[src/rtl/shared_pkg.sv]
// Shared constants, occupancy encoding and pointer helper for the stream adapter.
package shared_pkg;

  localparam int DEF_DATA_WIDTH = 16;
  localparam int DEF_PKT_LEN    = 4;
  localparam int BUF_DEPTH      = 3;

  localparam logic [1:0] LAST_PTR = 2'(BUF_DEPTH - 1);
  localparam logic [1:0] FULL_OCC = 2'(BUF_DEPTH);

  typedef enum logic [1:0] {
    OCC_EMPTY = 2'd0,
    OCC_PART  = 2'd1,
    OCC_FULL  = 2'd2
  } occ_state_e;

  // Collapse the raw occupancy count into the three externally meaningful states.
  function automatic occ_state_e occ_state_of(input logic [1:0] occ);
    if (occ == 2'd0)          return OCC_EMPTY;
    else if (occ == FULL_OCC) return OCC_FULL;
    else                      return OCC_PART;
  endfunction

  // Circular pointer advance; the buffer depth is not a power of two.
  function automatic logic [1:0] ptr_inc(input logic [1:0] p);
    return (p == LAST_PTR) ? 2'd0 : p + 2'd1;
  endfunction

endpackage

[src/rtl/fifo_stream_adapter_buf.sv]
// stream_buf: three-entry circular skid buffer between FIFO read data and the stream.
module stream_buf
  import shared_pkg::*;
#(
  parameter int DATA_WIDTH = DEF_DATA_WIDTH
) (
  input  logic                  clk,
  input  logic                  rst_n,
  input  logic                  push,
  input  logic [DATA_WIDTH-1:0] push_data,
  input  logic                  pop,
  output logic [DATA_WIDTH-1:0] pop_data,
  output logic [1:0]            occ,
  output logic [1:0]            occ_state
);

  logic [BUF_DEPTH-1:0][DATA_WIDTH-1:0] mem;
  logic [1:0] wr_ptr;
  logic [1:0] rd_ptr;

  assign pop_data  = mem[rd_ptr];
  assign occ_state = occ_state_of(occ);

  // Storage and write pointer; entries are cleared so the stream data reads zero out of reset.
  always_ff @(posedge clk or negedge rst_n) begin
    if (!rst_n) begin
      mem    <= '0;
      wr_ptr <= 2'd0;
    end else if (push) begin
      mem[wr_ptr] <= push_data;
      wr_ptr      <= ptr_inc(wr_ptr);
    end
  end

  // Read pointer and occupancy; simultaneous push and pop leaves occupancy unchanged.
  always_ff @(posedge clk or negedge rst_n) begin
    if (!rst_n) begin
      rd_ptr <= 2'd0;
      occ    <= 2'd0;
    end else begin
      if (pop) rd_ptr <= ptr_inc(rd_ptr);
      case ({push, pop})
        2'b10:   occ <= occ + 2'd1;
        2'b01:   occ <= occ - 2'd1;
        default: occ <= occ;
      endcase
    end
  end

endmodule

[src/rtl/fifo_stream_adapter.sv]
// fifo_stream_adapter: turns a 1-cycle-latency FIFO read port into a valid/ready
// packet stream with last-beat marking and a completed-packet counter.
module fifo_stream_adapter
  import shared_pkg::*;
#(
  parameter int DATA_WIDTH = DEF_DATA_WIDTH,
  parameter int PKT_LEN    = DEF_PKT_LEN
) (
  input  logic                  clk,
  input  logic                  rst_n,
  input  logic [DATA_WIDTH-1:0] fifo_data_out,
  input  logic                  fifo_empty,
  output logic                  fifo_rd_en,
  output logic [DATA_WIDTH-1:0] m_data,
  output logic                  m_valid,
  input  logic                  m_ready,
  output logic                  m_last,
  output logic [15:0]           pkt_count
);

  localparam logic [7:0] LAST_BEAT = 8'(PKT_LEN - 1);

  logic       inflight;
  logic [1:0] occ;
  logic [1:0] occ_state;
  logic [7:0] beat;
  logic       handshake;

  // A read is only issued when the buffer can absorb it plus any word already
  // returning, so pushes never overflow. m_ready is deliberately not used here.
  assign fifo_rd_en = rst_n && !fifo_empty && (occ_state != OCC_FULL) &&
                      (({1'b0, occ} + {2'b00, inflight}) < 3'd3);

  assign m_valid   = (occ != 2'd0);
  assign handshake = m_valid && m_ready;
  assign m_last    = m_valid && (beat == LAST_BEAT);

  stream_buf #(.DATA_WIDTH(DATA_WIDTH)) u_buf (
    .clk       (clk),
    .rst_n     (rst_n),
    .push      (inflight),
    .push_data (fifo_data_out),
    .pop       (handshake),
    .pop_data  (m_data),
    .occ       (occ),
    .occ_state (occ_state)
  );

  // Track the read issued last cycle; its data is on fifo_data_out now.
  always_ff @(posedge clk or negedge rst_n) begin
    if (!rst_n) inflight <= 1'b0;
    else        inflight <= fifo_rd_en;
  end

  // Beat position within the packet, advancing on each accepted beat.
  always_ff @(posedge clk or negedge rst_n) begin
    if (!rst_n)         beat <= 8'd0;
    else if (handshake) beat <= (beat == LAST_BEAT) ? 8'd0 : beat + 8'd1;
  end

  // Completed packets; naturally wraps at 16 bits.
  always_ff @(posedge clk or negedge rst_n) begin
    if (!rst_n)                   pkt_count <= 16'd0;
    else if (handshake && m_last) pkt_count <= pkt_count + 16'd1;
  end

endmodule
[config.mk]
export PLATFORM = sky130hd
export DESIGN_NAME = fifo_stream_adapter
export DESIGN_NICKNAME = d
export VERILOG_FILES = /design/src/rtl/shared_pkg.sv /design/src/rtl/fifo_stream_adapter_buf.sv /design/src/rtl/fifo_stream_adapter.sv
export SDC_FILE = /design/constraint.sdc
export NUM_CORES = 1
export LEC_CHECK = 0
export CAP_MARGIN = 0
export CORE_MARGIN = 5
export CORE_UTILIZATION = 35
export DETAILED_ROUTE_END_ITERATION = 8
export GPL_TIMING_DRIVEN = 0
export PLACE_DENSITY = 0.59
export SETUP_SLACK_MARGIN = 0.3
export SYNTH_ARGS = -nofsm -noshare
export SYNTH_HDL_FRONTEND = slang
export SYNTH_SLANG_ARGS = --single-unit
[constraint.sdc]
create_clock -name clk -period 1.9 [get_ports clk]
set_clock_uncertainty 0.05 [all_clocks]
set_input_delay 0.57 -clock clk [delete_from_list [all_inputs] [get_ports clk]]
set_output_delay 0.57 -clock clk [all_outputs]
set_load 0.005 [all_outputs]
==> load_flow_metrics.sql <==
INSERT INTO impl_metrics (metric_group, metric, value, unit) VALUES
('clock_tree', 'cts.root.buffer_cell', 'clkbuf_8', ''),
('logic_synthesis', 'synth_cells', '292', ''),
('global_routing', 'number_of_antenna_violations_at_the_first_check_in_global_routing', '0', ''),
('drt', 'route.layer.met1.wl', '4010', 'µm'),
('clock_tree', 'clkTransAtPathRegs', '0.09', 'ns'),
('logic_synthesis', 'synth_adder_area_share', '1.75', '%'),
('timing', 'relative_slew_slack', '48.6', '%'),
('floorplan', 'fp.dieH', '111', 'µm'),
('critical_path', 'ff2ff_path_depth', '6', ''),
('global_routing', 'track_usage', '14.0', '%'),
('logic_synthesis', 'post_synth_main_area_contributors', 'dfrtp_1 55%, mux2_2 14%, mux2i_1 4.5%', ''),
('global_routing', 'grt_max_degree', '62', ''),
('floorplan', 'initial_core_util', '35.3', '%'),
('placed_design', 'dp_hpwl', '5070', 'µm'),
('critical_path', 'worst_setup_path_endpoint', 'fifo_rd_en', ''),
('drt', 'routed_length_on_met2', '4210', 'µm'),
('critical_path', 'worstReg2RegEnd', 'pkt_count[1]', ''),
('finish', 'layout.core_utilization', '52.2', '%'),
('global_routing', 'grt_overflow', '0', ''),
('logic_synthesis', 'netlist_area', '0.00358', 'mm²'),
('floorplan', 'die_width', '111', 'µm'),
('clock_tree', 'cts_tree', 'built', ''),
('floorplan', 'rows', '37', ''),
('timing', 'maxClockFrequency', '441', 'MHz'),
('power_and_ir_drop', 'p_sw_share', '33.7', '%'),
('clock_tree', 'h_tree_levels', '3', ''),
('logic_synthesis', 'synth_largest_type_area_fraction', '55.3', '%'),
('critical_path', 'worst-r2r-setup-slack', '-0.09', 'ns'),
('logic_synthesis', 'yosys.area_share.simple', '11.9', '%'),
('finish', 'nets', '439', ''),
('timing', 'rsz0062_at_grt', 'true', ''),
('global_routing', 'grt_first_pass_wirelength', '14000', 'µm'),
('logic_synthesis', 'yosys-mux-area-fraction', '19.9', '%'),
('global_routing', 'number_of_global_route_vias_before_repair', '2727', ''),
('timing', 'setup_violating_endpoint_count_in_the_final_report', '35', ''),
('critical_path', 'worstSetupEndpointType', 'output pin', ''),
('timing', 'timing_worst_slew_pin_value', '0.765', 'ns'),
('logic_synthesis', 'cell_accounting_for_the_most_synthesized_area', 'dfrtp_1', ''),
('power_and_ir_drop', 'p_per_area', '1510', 'mW/mm²'),
('drt', 'antenna_violating_nets_post_route', '0', ''),
('power_and_ir_drop', 'pwr-share-clk', '17.0', '%'),
('run_status', 'failed_checks', 'negative setup slack', ''),
('logic_synthesis', 'yosysWarningCount', '0', ''),
('critical_path', 'arrival', '1.65', 'ns'),
('critical_path', 'reg2reg_from', 'beat[0]', ''),
('drt', 'finalWirelength', '8680', 'µm'),
('floorplan', 'coreArea', '0.0101', 'mm²'),
('timing', 'finalWorstSetupSlack', '-0.370', 'ns'),
('critical_path', 'crit_fanout', '2', ''),
('run_status', 'run_status', 'finished, violations left', ''),
('critical_path', 'required_time_of_the_worst_setup_path', '1.28', 'ns'),
('logic_synthesis', 'ys_seq_area_share', '55.3', '%'),
('power_and_ir_drop', 'cell_int_power', '5.31', 'mW'),
('logic_synthesis', 'compound_gate_portion_of_the_synthesized_area', '3.32', '%'),
('clock_tree', 'max-clock-path-buffers', '2', ''),
('placed_design', 'portBuffers', '54', ''),
('drt', 'routedWlPerCell', '15.7', 'µm'),
('power_and_ir_drop', 'seq_power_share', '35.8', '%'),
('drt', 'routed-wl-met3', '363', 'µm'),
('logic_synthesis', 'synth.net_count', '317', ''),
('timing', 'finalHoldViolCount', '0', ''),
('worst_hold_path', 'worstHoldPathType', 'primary input to async pin', ''),
('finish', 'post_route_cells_drive_above_1_share', '55.5', '%'),
('timing', 'final_total_negative_setup_slack', '-4.53', 'ns'),
('drt', 'top_layer', 'met4', ''),
('logic_synthesis', 'ys_seq_elements', '79', ''),
('drt', 'detail_route.drc_violations', '0', ''),
('run', 'cap_viol_max_count', '0', ''),
('clock_tree', 'cts-buffers-inserted', '9', ''),
('power_and_ir_drop', 'power.ir.vdd_worst', '566', 'µV'),
('logic_synthesis', 'synth_xor_area_share', '5.88', '%');
-- repair_timing --
action,CTS,global route
pin swaps,13,24
endpoints found under the setup margin,91,66
cloned,2,0
resized for setup,179,71
hold buffers,0,0
endpoints found under the hold margin,0,0
buffers inserted,38,16
-- flip-flops by register name (all words and copies together) (netlist names) --
name          count
u_buf.mem        48
pkt_count        16
beat              8
u_buf.occ         2
u_buf.rd_ptr      2
u_buf.wr_ptr      2
inflight          1
-- Yosys cell counts (all sizes together) --
| master | instances |
|---|---|
| or4b | 1 |
| nand3 | 12 |
| xor2 | 8 |
| nand2 | 33 |
| or3 | 2 |
| nand4 | 7 |
| ha | 5 |
| a21o | 2 |
| xnor2 | 16 |
| buf | 5 |
| or2 | 1 |
| nor2b | 1 |
| a221oi | 1 |
| nor3 | 6 |
| dfrtp | 79 |
| mux2 | 49 |
| nor4b | 1 |
| inv | 4 |
| nor4 | 3 |
| o21ai | 19 |
| mux2i | 16 |
| and3 | 7 |
| nor2 | 7 |
| clkbuf | 7 |
-- stage by stage --
step	instance area, µm²	hold WS, ns	std cells
after floorplan	3660	0.224	292
after global placement	4370	0.413	482
after detailed placement	4400	0.424	483
after CTS	5030	0.0380	538
after global routing	5300	0.0467	554
final	5300	0.0447	554
-- cells by family (layout without fill, tap and decap cells) --
| group | after synthesis | count (layout) |
|---|---|---|
| simple gates | 81 | 81 |
| flops | 79 | 79 |
| mux | 65 | 65 |
| xor+xnor | 24 | 24 |
| compound gates | 22 | 22 |
| buf+inv | 16 | 142 |
| fa+ha+maj | 5 | 5 |
-- power by group through the flow --
stage               Combinational, mW  Clock [mW]  Sequential (mW)
finish                           3.78        1.36             2.87
global route                     4.11        1.48             2.95
CTS                              3.34        1.40             2.82
detailed placement               2.88           0             2.87
global placement                 2.82           0             2.84
floorplan                        1.73           0             2.75
-- per-layer routing --
metal  GRT usage (%)  up-vias
met3            3.88        9
met5               0        -
met4            3.89        0
met2            22.8       47
met1            18.3     1381
li1                -     1269
-- layout by cell type, fill, tap and decap left out, types with 5 or more instances in the layout --
cell	count
dfrtp_2	7
nand2_2	14
buf_4	40
buf_6	20
nand3_1	7
mux2i_1	14
clkdlybuf4s50_1	17
xor2_1	7
clkbuf_8	10
o21ai_2	8
nor2_1	6
nand4_1	7
mux2_2	40
nand2_1	14
o21ai_1	9
xnor2_1	14
mux2_4	9
dfrtp_1	72
buf_8	6
clkbuf_2	12
buf_2	22
and3_1	6
nand2_4	5
-- worst min path at each step --
stage | start | to | slack [ns] | depth (start not counted)
after floorplan | rst_n | beat[0] | 0.22 | 0
after global placement | pkt_count[15] | pkt_count[15] | 0.41 | 1
after detailed placement | pkt_count[15] | pkt_count[15] | 0.42 | 1
after CTS | rst_n | u_buf.mem[47] | 0.04 | 1
after global routing | rst_n | u_buf.mem[15] | 0.05 | 1
final | rst_n | u_buf.mem[47] | 0.04 | 1
-- critical path, stage by stage (launching register included) --
cell      delay (ns)
dfrtp_2         0.41
buf_6           0.12
ha_4            0.15
ha_4            0.14
nor2_2          0.07
nand2_1         0.06
a221oi_2        0.19
buf_2           0.16
-- cell type report --
cell class	instances	area, µm²	area share [%]
inverters	4	20.0	0.378
clock inverters	5	83.8	1.58
multi-input cells	197	1850	34.9
repair buffers	111	897	16.9
flip-flops and latches	79	1990	37.5
clock buffers	10	128	2.41
well taps	136	170	3.21
plain buffers	12	161	3.05
Note: power is estimated with default switching activity, not from simulation.
